<file path="src/rtl/mac_pkg.sv">
// Constants, header layout and state encoding shared by the MAC receive path.
package mac_pkg;

    localparam logic [7:0]  PREAMBLE_BYTE = 8'hbc;
    localparam logic [31:0] CRC_POLY      = 32'h04c11db7;
    localparam logic [31:0] CRC_PRESET    = 32'hffff_ffff;

    localparam int DST_OFF  = 0;
    localparam int SRC_OFF  = 6;
    localparam int TYPE_OFF = 12;
    localparam int HDR_LEN  = 14;
    localparam int CRC_LEN  = 4;

    localparam logic [47:0] BCAST_MAC = 48'hffff_ffff_ffff;

    typedef enum logic [2:0] {
        ST_IDLE,
        ST_PREAMBLE,
        ST_HEADER,
        ST_DATA,
        ST_CHECK,
        ST_DROP
    } rx_state_t;

    function automatic logic [31:0] reflect32(input logic [31:0] v);
        logic [31:0] r;
        for (int i = 0; i < 32; i++) r[i] = v[31-i];
        return r;
    endfunction

    // Bytes go out LSB first, so the register shifts right against the reflected polynomial.
    function automatic logic [31:0] crc32_byte(input logic [31:0] crc, input logic [7:0] data);
        logic [31:0] c;
        c = crc ^ {24'd0, data};
        for (int i = 0; i < 8; i++) begin
            c = c[0] ? ((c >> 1) ^ reflect32(CRC_POLY)) : (c >> 1);
        end
        return c;
    endfunction

endpackage

</file>
<file path="src/rtl/mac_crc_rx.sv">
// Byte-wide Ethernet CRC-32 for the receive path; output is the complemented register,
// which is the value the transmitter appends to the frame.
module mac_crc_rx
    import mac_pkg::*;
(
    input  logic        clk,
    input  logic        rst,
    input  logic        i_init,
    input  logic        i_en,
    input  logic [7:0]  i_data,
    output logic [31:0] o_crc
);

    logic [31:0] r_crc;

    // NOTE: state is updated with <= so every reader in this edge sees the pre-edge value.
    always_ff @(posedge clk or negedge rst) begin
        if (!rst) begin
            r_crc <= CRC_PRESET;
        end else if (i_init) begin
            r_crc <= CRC_PRESET;
        end else if (i_en) begin
            r_crc <= crc32_byte(r_crc, i_data);
        end
    end

    assign o_crc = ~r_crc;

endmodule

</file>
<file path="src/rtl/mac_rx.sv">
// Receive MAC framer: strips preamble, parses and filters the header, forwards payload
// through a 4-byte delay line so the trailing CRC never leaves the block, then reports status.
module mac_rx #(
    parameter logic [47:0] LOCAL_MAC     = 48'hdeadbeefcafe,
    parameter logic [7:0]  PREAMBLE_BYTE = mac_pkg::PREAMBLE_BYTE,
    parameter int          PREAMBLE_LEN  = 8,
    parameter int          MAX_PAYLOAD   = 1500,
    parameter bit          PROMISC       = 1'b0
) (
    input  logic        clk,
    input  logic        rst,
    input  logic [7:0]  mac_in,
    input  logic        mac_in_valid,
    output logic [7:0]  rx_data,
    output logic        rx_valid,
    output logic        rx_sof,
    output logic [47:0] rx_dst_mac,
    output logic [47:0] rx_src_mac,
    output logic [15:0] rx_type,
    output logic        rx_done,
    output logic        rx_crc_ok,
    output logic        rx_err_runt,
    output logic        rx_err_long,
    output logic        rx_dropped
);

    import mac_pkg::*;

    localparam logic [3:0]  PRE_LAST  = 4'(PREAMBLE_LEN - 1);
    localparam logic [3:0]  DST_LAST  = 4'(SRC_OFF - 1);
    localparam logic [3:0]  HDR_LAST  = 4'(HDR_LEN - 1);
    localparam logic [15:0] MIN_FRAME = 16'(HDR_LEN + CRC_LEN);
    localparam logic [15:0] PAY_MAX   = 16'(MAX_PAYLOAD);

    rx_state_t   r_state;
    rx_state_t   w_state_nxt;

    logic [7:0]  r_dl [4];
    logic [2:0]  r_dl_cnt;
    logic [3:0]  r_pre_cnt;
    logic [3:0]  r_hdr_cnt;
    logic [15:0] r_byte_cnt;
    logic [15:0] r_pay_cnt;
    logic        r_long;

    logic        w_shift;
    logic        w_emerge;
    logic [7:0]  w_byte;
    logic [47:0] w_dst_full;
    logic        w_addr_ok;
    logic [31:0] w_rx_fcs;
    logic [31:0] w_crc;
    logic        w_crc_init;
    logic        w_runt;
    logic        w_fcs_ok;

    // Every post-preamble byte enters the delay line; once it is full, each new byte pushes
    // out the oldest one, so the last four bytes of a frame (its CRC) are never emitted.
    assign w_shift    = mac_in_valid && (r_state == ST_HEADER || r_state == ST_DATA);
    assign w_emerge   = w_shift && (r_dl_cnt == 3'd4);
    assign w_byte     = r_dl[3];
    assign w_dst_full = {rx_dst_mac[39:0], w_byte};
    assign w_addr_ok  = PROMISC || (w_dst_full == LOCAL_MAC) || (w_dst_full == BCAST_MAC);
    assign w_rx_fcs   = {r_dl[0], r_dl[1], r_dl[2], r_dl[3]};
    assign w_runt     = (r_byte_cnt < MIN_FRAME);
    assign w_fcs_ok   = (r_dl_cnt == 3'd4) && (w_rx_fcs == w_crc);
    assign w_crc_init = (r_state == ST_IDLE) || (r_state == ST_CHECK);

    mac_crc_rx u_crc (
        .clk    (clk),
        .rst    (rst),
        .i_init (w_crc_init),
        .i_en   (w_emerge),
        .i_data (w_byte),
        .o_crc  (w_crc)
    );

    always_ff @(posedge clk or negedge rst) begin
        if (!rst) begin
            r_state <= ST_IDLE;
        end else begin
            r_state <= w_state_nxt;
        end
    end

    // NOTE: w_state_nxt is defaulted before the case so no path leaves it unassigned (no latch).
    always_comb begin
        w_state_nxt = r_state;
        case (r_state)
            ST_IDLE: begin
                if (mac_in_valid) begin
                    w_state_nxt = (mac_in == PREAMBLE_BYTE) ? ST_PREAMBLE : ST_DROP;
                end
            end
            ST_PREAMBLE: begin
                if (!mac_in_valid) begin
                    w_state_nxt = ST_IDLE;
                end else if (mac_in != PREAMBLE_BYTE) begin
                    w_state_nxt = ST_DROP;
                end else if (r_pre_cnt == PRE_LAST) begin
                    w_state_nxt = ST_HEADER;
                end
            end
            ST_HEADER: begin
                if (!mac_in_valid) begin
                    w_state_nxt = ST_CHECK;
                end else if (w_emerge && r_hdr_cnt == DST_LAST && !w_addr_ok) begin
                    w_state_nxt = ST_DROP;
                end else if (w_emerge && r_hdr_cnt == HDR_LAST) begin
                    w_state_nxt = ST_DATA;
                end
            end
            ST_DATA: begin
                if (!mac_in_valid) w_state_nxt = ST_CHECK;
            end
            ST_CHECK: begin
                w_state_nxt = mac_in_valid ? ST_DROP : ST_IDLE;
            end
            ST_DROP: begin
                if (!mac_in_valid) w_state_nxt = ST_IDLE;
            end
            default: w_state_nxt = ST_IDLE;
        endcase
    end

    // NOTE: the delay line is four ordinary flops, so it is cleared by reset like the rest.
    always_ff @(posedge clk or negedge rst) begin
        if (!rst) begin
            for (int i = 0; i < 4; i++) r_dl[i] <= '0;
            r_dl_cnt    <= '0;
            r_pre_cnt   <= '0;
            r_hdr_cnt   <= '0;
            r_byte_cnt  <= '0;
            r_pay_cnt   <= '0;
            r_long      <= 1'b0;
            rx_data     <= '0;
            rx_valid    <= 1'b0;
            rx_sof      <= 1'b0;
            rx_dst_mac  <= '0;
            rx_src_mac  <= '0;
            rx_type     <= '0;
            rx_done     <= 1'b0;
            rx_crc_ok   <= 1'b0;
            rx_err_runt <= 1'b0;
            rx_err_long <= 1'b0;
            rx_dropped  <= 1'b0;
        end else begin
            rx_valid <= 1'b0;
            rx_sof   <= 1'b0;
            rx_done  <= 1'b0;

            if (w_shift) begin
                r_dl[0] <= mac_in;
                r_dl[1] <= r_dl[0];
                r_dl[2] <= r_dl[1];
                r_dl[3] <= r_dl[2];
                if (r_dl_cnt != 3'd4) r_dl_cnt <= r_dl_cnt + 3'd1;
                if (r_byte_cnt != '1) r_byte_cnt <= r_byte_cnt + 16'd1;
            end

            if (w_emerge && r_state == ST_HEADER) begin
                r_hdr_cnt <= r_hdr_cnt + 4'd1;
                if (r_hdr_cnt < 4'(SRC_OFF)) begin
                    rx_dst_mac <= w_dst_full;
                end else if (r_hdr_cnt < 4'(TYPE_OFF)) begin
                    rx_src_mac <= {rx_src_mac[39:0], w_byte};
                end else begin
                    rx_type <= {rx_type[7:0], w_byte};
                end
            end

            // Bytes beyond the payload limit are swallowed and only flagged.
            if (w_emerge && r_state == ST_DATA) begin
                if (r_pay_cnt < PAY_MAX) begin
                    rx_data   <= w_byte;
                    rx_valid  <= 1'b1;
                    rx_sof    <= (r_pay_cnt == '0);
                    r_pay_cnt <= r_pay_cnt + 16'd1;
                end else begin
                    r_long <= 1'b1;
                end
            end

            case (r_state)
                ST_IDLE: begin
                    r_dl_cnt   <= '0;
                    r_hdr_cnt  <= '0;
                    r_byte_cnt <= '0;
                    r_pay_cnt  <= '0;
                    r_long     <= 1'b0;
                    r_pre_cnt  <= mac_in_valid ? 4'd1 : 4'd0;
                end
                ST_PREAMBLE: begin
                    if (mac_in_valid) r_pre_cnt <= r_pre_cnt + 4'd1;
                end
                ST_CHECK: begin
                    rx_done     <= 1'b1;
                    rx_crc_ok   <= !w_runt && w_fcs_ok;
                    rx_err_runt <= w_runt;
                    rx_err_long <= r_long;
                    rx_dropped  <= 1'b0;
                end
                ST_DROP: begin
                    if (!mac_in_valid) begin
                        rx_done     <= 1'b1;
                        rx_crc_ok   <= 1'b0;
                        rx_err_runt <= 1'b0;
                        rx_err_long <= 1'b0;
                        rx_dropped  <= 1'b1;
                    end
                end
                default: ;
            endcase
        end
    end

endmodule

</file>
<file path="config.mk">
export PLATFORM = sky130hd
export DESIGN_NAME = mac_rx
export DESIGN_NICKNAME = d
export VERILOG_FILES = /design/src/rtl/mac_pkg.sv /design/src/rtl/mac_crc_rx.sv /design/src/rtl/mac_rx.sv
export SDC_FILE = /design/constraint.sdc
export NUM_CORES = 1
export LEC_CHECK = 0
export CORE_MARGIN = 1.5
export CORE_UTILIZATION = 30
export CTS_BUF_LIST = sky130_fd_sc_hd__clkbuf_8
export CTS_CLUSTER_DIAMETER = 50
export DETAILED_ROUTE_END_ITERATION = 10
export SETUP_SLACK_MARGIN = 0.15
export SLEW_MARGIN = 15
export SYNTH_ARGS = -nofsm -noshare
export SYNTH_HDL_FRONTEND = slang
export SYNTH_SLANG_ARGS = --single-unit
</file>
<file path="constraint.sdc">
create_clock -name clk -period 2.95 [get_ports clk]
set_input_delay 0.59 -clock clk [delete_from_list [all_inputs] [get_ports clk]]
set_output_delay 0.59 -clock clk [all_outputs]
set_load 0.05 [all_outputs]
</file>
==> metrics.md, run 1 <==
| Metric | Value |
|---|---|
| CP Launch Type | register |
| Initial antenna violation count | 0 |
| Fraction of power consumed by sequential logic | 50.8% |
| CP arrival | 1870 ps |
| Post-Synth Simple-Gate Area | 13.0% |
| Design Area, Final | 0.0138 mm^2 |
| Syn. warnings | 0 |
| Clk slew on worst S/H paths | 60 ps |
| Fraction of registers with async set/reset | 100% |
| Critical Path, Cell by Cell | clkdlybuf4s50_1 |
| Worst EP required | 2360 ps |
| TritonCTS Sinks | 238 |
| Post-synthesis cell count | 943 |
| Register area share after synthesis | 55.4% |
| Post-CTS sizing | 0 |
| Max incr delay on CP | 870 ps |
| Placed inst area | 0.0130 mm^2 |
| Clock Latency Late Sink | 550 ps |
| Root buf cell | clkbuf_8 |
| Nets | 1139 |
| Clock power share | 44.2% |
| Switching power | 1.58 mW |
| Global route hottest layer | met2 |
| Setup violations, final | 0 |
| WP buf/inv | 1 |
| Worst slew pin tran | 915 ps |
| Vias in the first global route | 7707 |
| First-pass GRT wire length | 42.4 mm |
| Compound-Gate Fraction of Synth Area | 5.63% |
| Max Slew Vio Count | 0 |
| CTS tree | yes |
| Pwr dens | 477 mW/mm^2 |
| Mux cell area share after synthesis | 12.9% |
| Total Wirelength | 26.3 mm |
| Main combinational cell family by area after synthesis | simple AND/OR/NAND/NOR gates |
| Fin util | 38.8% |
| GPL Wtd Cong | 0.777 |
| Leakage | 6.17 nW |
| Number of synthesized flops with an enable pin | 0 |
| Adder-cell share of the synthesized area | 1.27% |
| Netlist Area Pre-Place | 0.0108 mm^2 |
| Crit path max-delay family | buffers and inverters |
| Synth Area in XOR/XNOR | 9.56% |
| Status | completed |
| CP Capture Type | output pin |
| Logic pwr share | 5.0% |
| Max-Slew Margin vs Limit | 38.5% |
| Met3 global-route usage | 2.56% |
| Storage element area | 0.00600 mm^2 |
| Diodes inserted | 0 |
| Cts bufs inserted | 42 |
| Setup TNS | 0 ps |
| Syn Nets | 965 |
| CTS Buffer Depth | 3 |
| Fin crit share | 83.3% |
| Synth area leader | dfrtp_1 |
| Area of the multi-input gates | 0.00460 mm^2 |
| Hold WC Path Type | primary input to asynchronous set/reset pin |
| Layout area overhead | 27.4% |
| Critical path's slowest cell | clkdlybuf4s50_1 |
| Boundary Pins | 138 |
| Port Buf Inserts | 137 |
| Largest net degree at the start of global routing | 73 |
| Layout cells sized above 1 | 22.9% |
| Post-route ant nets | 0 |
| Max-cap violations | 0 |
| Initial drt markers | 390 |
| Via Count | 7573 |
| Die height | 193 um |
| Internal power | 5.00 mW |
| Router iterations before antenna repair | 4 |
| Initial core utilization | 30.4% |
| Peak supply drop | 234 uV |
| DRC violations left | 0 |
| Rows | 69 |
| Hold Vio Cnt, Final | 0 |
| Largest fanout on the critical path | 5 |
| Overall power | 6.58 mW |
| Total GRT Usage | 14.3% |
| Unrepaired setup endpoints after global routing | false |
| Synth top area cells | dfrtp_1 48%, mux2_2 13%, dfstp_2 7.8% |
| GR met1 Demand/Resource | 19.5% |
| GR Overflow Total | 0 |
| Fin crit period | 2460 ps |
| Flop and latch count out of synthesis | 238 |
| Die Area | 0.0372 mm^2 |
| Worst Skew | 18.8 ps |
| Switching portion of total power | 24.0% |
| Post-synth cell types | 55 |
| # fillers | 3479 |
| Post-DP HPWL | 18.2 mm |
| Post-DR wirelength/cell | 16.4 um |
| Setup Buffers After CTS | 0 |
| Core area | 0.0356 mm^2 |
| Global Route met2 Usage | 23.5% |
| Syn Area/Cell | 11.5 um^2 |
| Post-synth top area share | 47.6% |
| Crit Path Category | register to output pin |
| CTS Hold Bufs | 0 |
| Top FF cell, synth | dfrtp_1 |
| Routed vias/inst | 4.71 |
| Fmax | 0.407 GHz |
| H-tree Lvls | 2 |
| Die W | 193 um |
-- cells in the final DEF, fill, tap and decap left out, types with 3 or more instances in the layout --
master / Yosys / routed
o31ai_1: 3 / 3
and2_1: 6 / 6
buf_4: 2 / 27
nor3_1: 15 / 15
mux2i_1: 3 / 3
or4_1: 3 / 3
ha_1: 11 / 11
o21ai_0: 15 / 15
buf_12: 0 / 8
o41ai_1: 3 / 3
nand3b_1: 3 / 3
xor2_1: 40 / 40
nand4_1: 24 / 24
clkdlybuf4s50_1: 0 / 136
a31o_2: 4 / 4
and3_1: 4 / 4
dfrtp_1: 206 / 206
or3_1: 9 / 9
xnor2_2: 4 / 4
a211oi_1: 4 / 4
a21oi_1: 54 / 54
nor2_1: 64 / 63
and4_1: 3 / 3
clkinv_2: 0 / 3
dfstp_2: 32 / 32
mux2_2: 121 / 121
o21a_1: 3 / 3
inv_1: 15 / 33
nand3_1: 16 / 16
nor4_1: 13 / 13
clkbuf_8: 0 / 52
xnor2_1: 60 / 60
nand2_1: 132 / 132
-- power by group through the flow --
stage | Combinational, mW | Clock [mW] | Sequential [mW]
2_1_floorplan | 0.127 | 0 | 3.42
3_5_place_dp | 0.341 | 0 | 3.39
5_1_grt | 0.368 | 3.18 | 3.34
6_report | 0.330 | 2.91 | 3.34
4_1_cts | 0.342 | 3.02 | 3.34
3_3_place_gp | 0.335 | 0 | 3.39
-- path summary, 6_finish.rpt --
check                                    start              end  slack (ps)  cells past startpoint
worst min register to register   r_pay_cnt[11]    r_pay_cnt[11]         480                      1
worst max register to register     r_dl_cnt[0]   rx_dst_mac[41]         520                      8
worst max-delay path            rx_dst_mac[37]   rx_dst_mac[37]         490                      1
min in group clk                 r_pay_cnt[11]    r_pay_cnt[11]         480                      1
max in group asynchronous                  rst  u_crc.r_crc[29]        2150                      2
worst min-delay path                       rst    r_byte_cnt[7]           8                      1
-- cell usage after synthesis, drive strengths merged (2+ instances only) --
cell type	number
dfrtp	206
nand2	133
mux2	121
nor2	64
xnor2	64
a21oi	54
xor2	43
dfstp	32
clkbuf	24
nand4	24
buf	18
nand3	16
inv	15
nor3	15
o21ai	15
nor4	14
ha	11
or3	9
and2	6
a211oi	4
a31o	4
and3	4
and4	3
mux2i	3
nand3b	3
o21a	3
o22ai	3
o31ai	3
o41ai	3
or4	3
a211o	2
a21o	2
a22o	2
a31oi	2
and4b	2
nor2b	2
-- kinds of logic after synthesis --
logic type,count (synthesis)
fa+ha+maj,11
buf+inv,57
simple gates,303
mux,124
compound gates,102
flops,238
xor+xnor,108
-- state kept, by name (all words and copies together), names as in the netlist, 3 cells and up --
signal       flops
r_pay_cnt       16
u_crc.r_crc     32
rx_dst_mac      48
r_dl_cnt         3
r_pre_cnt        4
r_state          3
r_dl            24
r_hdr_cnt        4
rx_type         16
rx_data          8
rx_src_mac      48
r_byte_cnt      16
w_byte           8
-- routing by layer --
| layer | vias to the layer above | share of wire [%] |
|---|---|---|
| li1 | 3609 | - |
| met1 | 3792 | 46 |
| met2 | 129 | 49 |
| met3 | 43 | 3.6 |
| met4 | 0 | 1.7 |
| met5 | - | 0 |
-- cell type report --
cell class              instances  share of cell area, %
repair buffers                172                   12.6
well taps                     461                   4.18
flip-flops and latches        238                   43.5
clock buffers                  52                   5.19
clock inverters                23                  0.726
inverters                      15                  0.408
multi-input cells             648                   33.4
-- stage by stage --
| stage | hold WS [ps] | setup WS, ps | instances |
|---|---|---|---|
| 5_1_grt | 38.8 | 396 | 1609 |
| 3_5_place_dp | 472 | 21.6 | 1534 |
| 4_1_cts | 24.5 | 441 | 1609 |
| 3_3_place_gp | 469 | 23.7 | 1534 |
| 6_report | 8.07 | 494 | 1609 |
| 2_1_floorplan | 294 | 578 | 943 |
-- worst reg2reg max path, cell delays in order, from the launching register on --
cell and delay (ps):
dfrtp_1 380, inv_1 90, ha_1 170, nand2_1 70, buf_4 180, or3_1 460, nor3b_2 270, buf_12 290
mux2_2 420
Note: power is estimated with default switching activity, not from simulation.
==> run 2, diff against run 1 <==
Clock period 2.95 ns to 2.2 ns, I/O delays scaled along.
==> metrics.md, run 2 (same netlist as run 1, synthesis figures left out) <==
| Metric | Value |
|---|---|
| Status | completed |
| Total GRT Usage | 14.3% |
| Unrepaired setup endpoints after global routing | true |
| Worst Skew | 19.5 ps |
| Vias in the first global route | 7839 |
| Leakage | 7.10 nW |
| Most common cell after layout, fill and taps aside | dfrtp_1 |
| Nets | 1178 |
| GR Overflow Total | 0 |
| Setup violations, final | 0 |
| Clk slew on worst S/H paths | 60 ps |
| Switching power | 2.11 mW |
| Setup WS post-layout | 68.2 ps |
| Die height | 193 um |
| Placed inst area | 0.0134 mm^2 |
| Root buf cell | clkbuf_8 |
| Fin crit share | 96.9% |
| Max Slew Vio Count | 0 |
| Critical Path, Cell by Cell | inv_2, ha_4, nand2_4, or4b_4, a211o_1, buf_6, buf_12, mux2_4 |
| Boundary Pins | 138 |
| Initial core utilization | 30.4% |
| WP buf/inv | 3 |
| CP arrival | 2550 ps |
| Post-route ant nets | 0 |
| Crit path max-delay family | simple AND/OR/NAND/NOR gates |
| Critical path's slowest cell | or4b_4 |
| Pwr dens | 627 mW/mm^2 |
| Worst EP required | 2610 ps |
| Max-cap violations | 0 |
| Die W | 193 um |
| Commonest cells after routing, fill and taps aside | 206 x dfrtp_1, 131 x nand2_1, 123 x dlygate4sd2_1 |
| CP Capture Type | register |
| Peak supply drop | 328 uV |
| Top Registers | rx_dst_mac (48), rx_src_mac (48), u_crc.r_crc (32) |
| GPL Wtd Cong | 0.805 |
| Design Area, Final | 0.0145 mm^2 |
| Hold WC Path Type | primary input to asynchronous set/reset pin |
| Post-DP HPWL | 18.3 mm |
| Metal-1 WL | 12.7 mm |
| Max incr delay on CP | 490 ps |
| CTS tree | yes |
| Crit path depth | 8 |
| Setup crit end | rx_data[6] |
| Layout cells sized above 1 | 27.5% |
| First-pass GRT wire length | 42.1 mm |
| Fmax | 0.469 GHz |
| Logic pwr share | 5.1% |
| CP Launch Type | register |
| Met3 WL | 1.36 mm |
| Fraction of power consumed by sequential logic | 49.4% |
| Clock Latency Late Sink | 540 ps |
| Clock power share | 45.6% |
| Top routing layer in use | met4 |
| Total Wirelength | 26.6 mm |
| Worst R2R End | rx_data[6] |
| Max-Slew Margin vs Limit | 61.2% |
| DRC violations left | 0 |
| Via Count | 7736 |
| Reg2reg start | r_dl_cnt[0] |
| H-tree Lvls | 2 |
| CTS Buffer Depth | 3 |
| Layout area overhead | 33.7% |
| Largest fanout on the critical path | 4 |
| R2r setup slk | 70 ps |
| Die Area | 0.0372 mm^2 |
| Met2 WL | 11.9 mm |
| Fin crit period | 2130 ps |
| Initial drt markers | 383 |
| Largest net degree at the start of global routing | 61 |
| Port Buf Inserts | 137 |
| Core area | 0.0356 mm^2 |
| Router iterations before antenna repair | 4 |
| Reg2reg path depth | 8 |
| Rows | 69 |
| Switching portion of total power | 23.3% |
| # fillers | 3437 |
| Fin util | 40.7% |
| Setup TNS | 0 ps |
| Worst slew pin tran | 584 ps |
| Internal power | 6.95 mW |
| TritonCTS Sinks | 238 |
| Cts bufs inserted | 41 |
| Routed vias/inst | 4.69 |
| Pre-CTS setup slack | -431 ps |
| Hold Vio Cnt, Final | 0 |
| Hold_ws | 426 ps |
| Crit Path Category | register to register |
| Post-DR wirelength/cell | 16.1 um |
| Initial antenna violation count | 0 |
| CP startpoint | r_dl_cnt[0] |
-- run 2: cell type report --
| type | instances | area [um^2] | share of cell area (%) |
|---|---|---|---|
| antenna | 1 | 2.50 | 0.0173 |
| clock buffer | 56 | 771 | 5.33 |
| clock inverter | 18 | 101 | 0.701 |
| inverter | 15 | 56.3 | 0.389 |
| multi-input combinational | 648 | 4960 | 34.3 |
| sequential | 238 | 6000 | 41.5 |
| tap | 461 | 577 | 3.99 |
| timing repair buffer | 212 | 2000 | 13.9 |
-- run 2: repair_timing --
| item | CTS | global route |
|---|---|---|
| hold buffers | 1 | 0 |
| pin swaps | 10 | 6 |
| cloned | 1 | 1 |
| setup endpoints to repair | 173 | 73 |
| buffers inserted | 3 | 2 |
| gates resized for setup | 134 | 60 |
| hold endpoints to repair | 35 | 0 |
-- run 2: how the worst min path moves through the flow --
stage | to | start | slack, ps | cells past startpoint
global placement | rx_dst_mac[41] | rst | 410 | 1
CTS | rx_dst_mac[41] | rst | 430 | 2
global route | rx_dst_mac[43] | rst | 440 | 2
finish | rx_dst_mac[41] | rst | 430 | 2
floorplan | r_byte_cnt[0] | rst | 140 | 0
detailed placement | rx_dst_mac[41] | rst | 400 | 1
-- run 2: metrics by stage --
step / instances / total power, mW
final: 1649 / 9.06
after global routing: 1648 / 9.45
after CTS: 1645 / 9.24
after detailed placement: 1566 / 5.03
after global placement: 1566 / 5.02
after floorplan: 943 / 4.76
-- run 2: layer usage --
layer  vias to the layer above  GRT usage [%]
li1                       3704              -
met2                       185           22.5
met1                      3800           19.7
met5                         -              0
met3                        47           2.78
met4                         0           4.47
-- run 2: power by group through the flow --
stage                     clock network [mW]  logic [mW]  registers, mW
after floorplan                            0       0.170           4.59
after global placement                     0       0.475           4.54
after detailed placement                   0       0.479           4.55
after CTS                               4.30       0.472           4.47
after global routing                    4.46       0.519           4.48
final                                   4.13       0.460           4.47
